<file path="src/rtl/sprite_ram_arb.sv">
// sprite_ram_arb
//
// Shares one sprite RAM port between the video pixel fetch path and a host
// writer. Host writes are granted only during blanking: a limited number of
// writes (WR_PER_LINE) per horizontal blank, and an unlimited number during
// vertical blank. A write is accepted in the same cycle it is granted; when no
// write is granted the RAM port carries the video read address.
//
// Optional feature: define SPRITE_ARB_STATS_EN to build a saturating counter
// of host stall cycles that clears at each frame start. Without the macro,
// stall_cnt_o is tied to zero and no counter is built.
//
// Ports
//   clk_i        single clock
//   rst_i        synchronous, active-high reset
//   cen_i        video clock enable; all state advances only when high
//   vh_blank_i   {Vblank, Hblank}
//   vid_addr_i   video read address
//   vid_data_o   registered pixel data back to the video path
//   host_req_i   host write request, held until host_ack_o
//   host_addr_i  host write address
//   host_data_i  host write data
//   host_ack_o   one-cycle write-accepted strobe
//   ram_addr_o   RAM address (host address on grant, video address otherwise)
//   ram_data_o   RAM write data
//   ram_we_o     RAM write enable
//   ram_data_i   RAM read data, one cycle after the address
//   frame_o      one-cycle pulse after Vblank rises
//   stall_cnt_o  host stall statistic (zero unless SPRITE_ARB_STATS_EN)

module sprite_ram_arb #(
    parameter int WR_PER_LINE = 8,
    parameter int ADDR_W      = 15
) (
    input  logic              clk_i,
    input  logic              rst_i,
    input  logic              cen_i,
    input  logic [1:0]        vh_blank_i,
    input  logic [ADDR_W-1:0] vid_addr_i,
    output logic [3:0]        vid_data_o,
    input  logic              host_req_i,
    input  logic [ADDR_W-1:0] host_addr_i,
    input  logic [3:0]        host_data_i,
    output logic              host_ack_o,
    output logic [ADDR_W-1:0] ram_addr_o,
    output logic [3:0]        ram_data_o,
    output logic              ram_we_o,
    input  logic [3:0]        ram_data_i,
    output logic              frame_o,
    output logic [15:0]       stall_cnt_o
);

    localparam logic [7:0] BUDGET_INIT = 8'(WR_PER_LINE);

    typedef enum logic [1:0] {
        S_VIDEO  = 2'd0,
        S_HBLANK = 2'd1,
        S_LOCK   = 2'd2,
        S_VBLANK = 2'd3
    } state_t;

    state_t     state_q, state_d;
    logic [7:0] budget_q, budget_d;
    logic       prev_vb_q;
    logic       prev_rd_q;
    logic       frame_q, frame_d;
    logic [3:0] vid_data_q;

    logic vblank;
    logic hblank;
    logic grant;

    assign vblank = vh_blank_i[1];
    assign hblank = vh_blank_i[0];

    // Grant looks at the live blank bits as well as the state, so a blank bit
    // dropping in the same cycle as a request never lets a write through into
    // active video.
    assign grant = cen_i & ~rst_i & host_req_i
                 & ((state_q == S_HBLANK) | (state_q == S_VBLANK))
                 & (vh_blank_i != 2'b00);

    assign ram_we_o   = grant;
    assign host_ack_o = grant;
    assign ram_addr_o = grant ? host_addr_i : vid_addr_i;
    assign ram_data_o = grant ? host_data_i : 4'h0;

    assign frame_d = vblank & ~prev_vb_q;

    always_comb begin
        state_d  = state_q;
        budget_d = budget_q;
        if (cen_i) begin
            // Every Hblank grant consumes budget, even one that coincides
            // with the move into Vblank.
            if ((state_q == S_HBLANK) && grant) begin
                budget_d = budget_q - 8'd1;
            end
            case (state_q)
                S_VIDEO: begin
                    if (vblank) begin
                        state_d = S_VBLANK;
                    end else if (hblank) begin
                        state_d  = S_HBLANK;
                        budget_d = BUDGET_INIT;
                    end
                end
                S_HBLANK: begin
                    if (vblank) begin
                        state_d = S_VBLANK;
                    end else if (!hblank) begin
                        state_d = S_VIDEO;
                    end else if (grant && (budget_q == 8'd1)) begin
                        state_d = S_LOCK;
                    end
                end
                S_LOCK: begin
                    if (vblank) begin
                        state_d = S_VBLANK;
                    end else if (!hblank) begin
                        state_d = S_VIDEO;
                    end
                end
                S_VBLANK: begin
                    if (!vblank) begin
                        if (hblank) begin
                            state_d  = S_HBLANK;
                            budget_d = BUDGET_INIT;
                        end else begin
                            state_d = S_VIDEO;
                        end
                    end
                end
                default: state_d = S_VIDEO;
            endcase
        end
    end

    always_ff @(posedge clk_i) begin
        if (rst_i) begin
            state_q    <= S_VIDEO;
            budget_q   <= 8'd0;
            prev_vb_q  <= 1'b0;
            prev_rd_q  <= 1'b0;
            frame_q    <= 1'b0;
            vid_data_q <= 4'h0;
        end else if (cen_i) begin
            state_q   <= state_d;
            budget_q  <= budget_d;
            prev_vb_q <= vblank;
            frame_q   <= frame_d;
            // RAM data now on ram_data_i belongs to the previous enabled
            // cycle; only take it if that cycle was a video read.
            if (prev_rd_q) begin
                vid_data_q <= ram_data_i;
            end
            prev_rd_q <= ~grant;
        end
    end

    assign vid_data_o = vid_data_q;
    assign frame_o    = frame_q;

`ifdef SPRITE_ARB_STATS_EN
    logic [15:0] stall_cnt_q, stall_cnt_d;

    // Clears on the same edge that raises frame_o, so the count reads zero
    // while frame_o is high.
    always_comb begin
        stall_cnt_d = stall_cnt_q;
        if (frame_d) begin
            stall_cnt_d = 16'h0000;
        end else if (host_req_i && !grant && (stall_cnt_q != 16'hFFFF)) begin
            stall_cnt_d = stall_cnt_q + 16'h0001;
        end
    end

    always_ff @(posedge clk_i) begin
        if (rst_i) begin
            stall_cnt_q <= 16'h0000;
        end else if (cen_i) begin
            stall_cnt_q <= stall_cnt_d;
        end
    end

    assign stall_cnt_o = stall_cnt_q;
`else
    assign stall_cnt_o = 16'h0000;
`endif

endmodule

</file>
<file path="config.mk">
export PLATFORM = sky130hd
export DESIGN_NAME = sprite_ram_arb
export DESIGN_NICKNAME = d
export VERILOG_FILES = /design/src/rtl/sprite_ram_arb.sv
export SDC_FILE = /design/constraint.sdc
export NUM_CORES = 1
export LEC_CHECK = 0
export CORE_MARGIN = 2
export CORE_UTILIZATION = 36
export DETAILED_ROUTE_END_ITERATION = 8
export PLACE_DENSITY = 0.92
export SLEW_MARGIN = 20
export SYNTH_ARGS = -nofsm -noshare
export SYNTH_HDL_FRONTEND = slang
export SYNTH_SLANG_ARGS = --single-unit
</file>
<file path="constraint.sdc">
create_clock -name clk_i -period 3.1 [get_ports clk_i]
set_clock_uncertainty 0.2 [all_clocks]
set_input_delay 0.62 -clock clk_i [delete_from_list [all_inputs] [get_ports clk_i]]
set_output_delay 0.62 -clock clk_i [all_outputs]
set_load 0.02 [all_outputs]
</file>
After elaboration in Yosys (flattened, before gate mapping)
Cells that the tools add are included.

Bits of input ports: 44. Output and inout bits: 42. Logic and storage cells: 47. Bits in registers: 17.

Reductions and logical operators: 7. $add $sub $neg: 1. Bitwise logic cells: 9. Muxes and demuxes: 16. Eq/ne operators: 8.

Operator list (number): $mux W8 (4); $mux W2 (8); $mux W15 (1); $eq A8 B1 Y1 const B (1); $pmux W2 S4 (1); $sub A8 B1 Y8 const B (1); $ne A3 B3 Y1 const B (2); $and A1 B1 Y1 (5); $reduce_and A5 Y1 (1); $eq A2 B2 Y1 const B (2); $mux W4 (1); $ne A4 B3 Y1 const B (1); $not A1 Y1 (3); $eq A2 B1 Y1 const B (1); $logic_and A1 B1 Y1 (2); $logic_not A2 Y1 (1); $ne A2 B2 Y1 const B (1); $reduce_and A2 Y1 (1); $reduce_bool A2 Y1 (1); $reduce_or A2 Y1 (1); $mux W1 (1); $or A1 B1 Y1 (1).

Longest topological paths before layout
Word-level depth: 10. Mapped depth: 6. Gate-level depth less buffers: 6.

Least setup slack after synthesis
OpenSTA, ideal clock, no wires.

Kind: input to output. Start point: input vh_blank_i[1]. End point: output ram_addr_o[10]. Data required time: 2.280 ns. Arrival: 1.908 ns. Stages on the path: 5. Path buffers: 2. Path slack: 0.372 ns. Cell sequence: clkbuf_1 > o22ai_4 > nor2_1 > buf_2 > mux2_2.

Longest elaborated chain between the ends: 3.

RTL lines: start: declaration (line 38) `input logic [1:0] vh_blank_i,`; $reduce_bool A2 Y1 (line 81) `& (vh_blank_i != 2'b00);`; $and A1 B1 Y1 (line 81); via host_ack_o (line 44) `output logic host_ack_o,`; $mux W15 (line 85) `assign ram_addr_o = grant ? host_addr_i : vid_addr_i;`; end: declaration (line 45) `output logic [ADDR_W-1:0] ram_addr_o,`.

The timed path passes the listed nets, and every way through them passes these cells.

Worst setup path in the final report
Start point: input vh_blank_i[0]. End point: output ram_addr_o[3].

Longest elaborated chain between the ends: 3.

RTL lines (line): $reduce_bool A2 Y1 (81); $and A1 B1 Y1 (81); $mux W15 (85).

Every way passes these cells.

==> metrics.md <==
| Metric | Value |
|---|---|
| Setup violators final | 0 |
| CTS Buffer Depth | 2 |
| Setup TNS | 0 ns |
| Register-to-register setup slack | 0.89 ns |
| Crit start category | input port |
| Largest cells by area after synthesis | dfxtp_1, mux2_2, buf_4 |
| Critical Path Start | vh_blank_i[0] |
| #FFs+latches synth | 17 |
| Final Hold Viols | 0 |
| Fraction of registers with async set/reset | 0% |
| Fillers | 324 |
| Final setup margin | approximately 0.048 ns |
| Comb pwr share | approximately 40% |
| CP max stage delay | ~0.54 ns |
| Synth unique cells | 36 |
| Total stage count of the critical path | 6 |
| Die Wd | about 64 um |
| Syn Inst Count | 143 |
| Final nets | 270 |
| Compound-Gate Fraction of Synth Area | between 10 and 15% |
| Worst-Skew Late Latency | around 0.3 ns |
| Outcome | finished clean |
| Placed cell areas | 0.00201 mm^2 |
| Clock power frac | 20.6% |
| Top delay family on crit path | buffers and inverters |
| Hold_ws | 0.280 ns |
| Maximum fanout along the worst path | 19 |
| N_diodes | 0 |
| Core Box Area | roughly 0.0034 mm^2 |
| CTS sink cnt | 17 |
| Drt first pass iters | 4 |
| Post-synth top area share | 26.7% |
| Reg power frac | between 30% and 40% |
| R2r endpoint | budget_q[7] |
| Switch Pwr | 197 uW |
| # hold bufs at CTS | 0 |
| XOR/XNOR share of the synthesized area | 4.12% |
| GRT overflow | 0 |
| Max Slew Vio Count | 0 |
| Num rows | 21 |
| Routed len/inst | approximately 12 um |
| Final Cycle Share | 98.5% |
| Footprint of the multi-input gates | 826 um^2 |
| Post-Synth Adder-Cell Area | 6.87% |
| Combinational family with the most area after synthesis | simple AND/OR/NAND/NOR gates |
| CP endpoint kind | primary output |
| CTS tree | done |
| LEAKAGE | 0.804 nW |
| Layout cell share with drive strength beyond 1 | 17.4% |
| Mux share of post-synthesis cell area | between 10% and 20% |
| Cell chain of the critical path | clkdlybuf4s50_1 > o22ai_4 > nor2_2 > buf_12 > mux2_2 > dlygate4sd2_1 |
| Design Power | 598 uW |
| WP data required | between 2 and 2.5 ns |
| Initial antenna violation count | 0 |
| Largest net degree at the start of global routing | 20 |
| Net Sw Frac | 32.9% |
| First DRT Iteration DRCs | 42 |
| CTS clk-pin slew, worst paths | 0.11 ns |
| Starting Density | 37.9% |
| Vias after detailed routing | 1257 |
| Final WL | 3.30 mm |
| Max-Cap Viols | 0 |
| # H-tree levels | 1 |
| Pint | 401 uW |
| Area growth, synth to finish | 59.4% |
| Minimum clock period | 3.05 ns |
| Pre-CTS WS | -0.260 ns |
| R2R Path Start | state_q[1] |
| RSZ-0062 raised after global routing | no |
| Reg2Reg Depth | 7 |
| Post-CTS setup buffers | 0 |
| IO Count | 86 |
| Die Y | 63.5 um |
| Post-synth EDFFs | 0 |
| GRT Resource Usage Total | 16.3% |
| Root Buffer | clkbuf_4 |
| Sequential cell area fraction in the yosys report | a little over a quarter |
| RePlAce Congestion | 0.826 |
| DRC viols | 0 |
| Worst Setup Path Type | in2out |
| Worst EP arrival | 2.23 ns |
| Synthesized cell area | 0.00127 mm^2 |
| Worst path bufs/invs | 3 |
| Slowest CP cell | clkdlybuf4s50_1 |
| Worst vdd ir | 0.259 mV |
| Critical path destination | ram_addr_o[3] |
| Vias in the first global route | ~1200 |
| PortBufs | a little under 70 |
| Storage element area | approximately 340 um^2 |
| Ys Warns | 0 |
| Worst hold path class | reg2reg |
| Yosys top cell by area | dfxtp_1 |
| F_max | 328 MHz |
| Cts bufs inserted | 3 |
| Main synth FF type | dfxtp_1 |
| Dpl hpwl | 2.80 mm |
| Fraction of the mapped netlist area in simple logic gates | 22.2% |
| Vias/cell | 4.76 |
| Die Area | 0.00403 mm^2 |
| Pwr dens | 294 mW/mm^2 |
| Final antenna-violating net count | 0 |
| First-pass GRT wire length | 5.35 mm |
| Final instance area | 0.00203 mm^2 |
| Syn Area/Cell | between 8 and 9 um^2 |
-- sequential cells by signal (all words and copies together) (netlist names) --
register / flops
vid_data_o: 4
state_q: 2
prev_vb_q: 1
prev_rd_q: 1
frame_o: 1
budget_q: 8
-- per-layer routing --
layer	GRT usage (%)	vias to the layer above	routed length, um
met3	3.93	2	184
li1	-	609	-
met5	0	-	0
met4	1.63	0	9
met1	17.9	598	1230
met2	32.1	48	1880
-- repair_timing --
item | 4_1_cts | 5_1_grt
endpoints found under the setup margin | 21 | 12
gates cloned | 0 | 0
resized for setup | 22 | 12
-- worst min-delay path by stage --
stage          cells after the start          start       endpoint  slack, ns
2_1_floorplan                      2      prev_vb_q      prev_vb_q       0.25
3_3_place_gp                       2  vid_data_o[1]  vid_data_o[1]       0.24
3_5_place_dp                       2  vid_data_o[0]  vid_data_o[0]       0.27
4_1_cts                            2  vid_data_o[0]  vid_data_o[0]       0.28
5_1_grt                            2  vid_data_o[0]  vid_data_o[0]       0.31
6_report                           2  vid_data_o[0]  vid_data_o[0]       0.28
-- synth_stat cells, drive strengths merged (2+ instances only) --
master,n
a21oi,10
and2,4
buf,20
clkbuf,2
dfxtp,17
ha,7
inv,5
mux2,17
mux2i,2
nand2,7
nand2b,2
nand3,4
nand3b,4
nor2,11
nor2b,2
nor3,4
nor4,4
o21ai,3
or4b,2
xnor2,6
-- cells by family (layout without fill, tap and decap cells) --
group | Yosys count | after routing
AOI/OAI and AO/OA | 19 | 19
muxes | 19 | 19
other | 1 | 16
buffers and inverters | 27 | 87
and+or+nand+nor | 47 | 47
xor gates and xnor gates | 6 | 6
DFF | 17 | 17
adders and majority gates | 7 | 7
-- final cells by class --
type,count,area share (%)
multi-input combinational,114,40.6
timing repair buffer,78,37.4
sequential,17,16.7
tap,46,2.83
clock buffer,3,1.11
inverter,5,0.924
clock inverter,1,0.369
-- placed cells by master, fill, tap and decap left out, drive strengths merged, types with 3 or more instances in the layout --
master / instances
conb: 16
a21oi: 10
buf: 9
dfxtp: 17
dlygate4sd2: 9
clkbuf: 3
xnor2: 6
clkdlybuf4s50: 48
clkdlybuf4s15: 12
o21ai: 3
nor3: 4
inv: 5
nand3: 4
nand2: 7
ha: 7
nand3b: 4
and2: 4
nor4: 4
nor2: 11
mux2: 17
-- power groups by stage --
stage | combinational (mW) | clock, mW | sequential [mW]
after floorplan | 0.141 | 0 | 0.244
after CTS | 0.235 | 0.127 | 0.238
after detailed placement | 0.244 | 0 | 0.243
after global placement | 0.238 | 0 | 0.241
final | 0.237 | 0.123 | 0.238
after global routing | 0.258 | 0.137 | 0.239
-- through the flow --
step / util, % / std cells
after floorplan: - / 158
after global placement: 59.8 / 260
after detailed placement: 59.8 / 260
after CTS: 60.0 / 264
after global routing: 60.4 / 264
final: 60.4 / 264
-- worst reg2reg max path, stage by stage, from the launching register on --
cell     delay [ns]
dfxtp_1        0.34
inv_1          0.11
ha_1           0.24
buf_4          0.17
or4b_1         0.46
nor4_2         0.31
a21bo_2        0.19
a21oi_1        0.05
No activity file was read; power rests on OpenSTA's default activity.
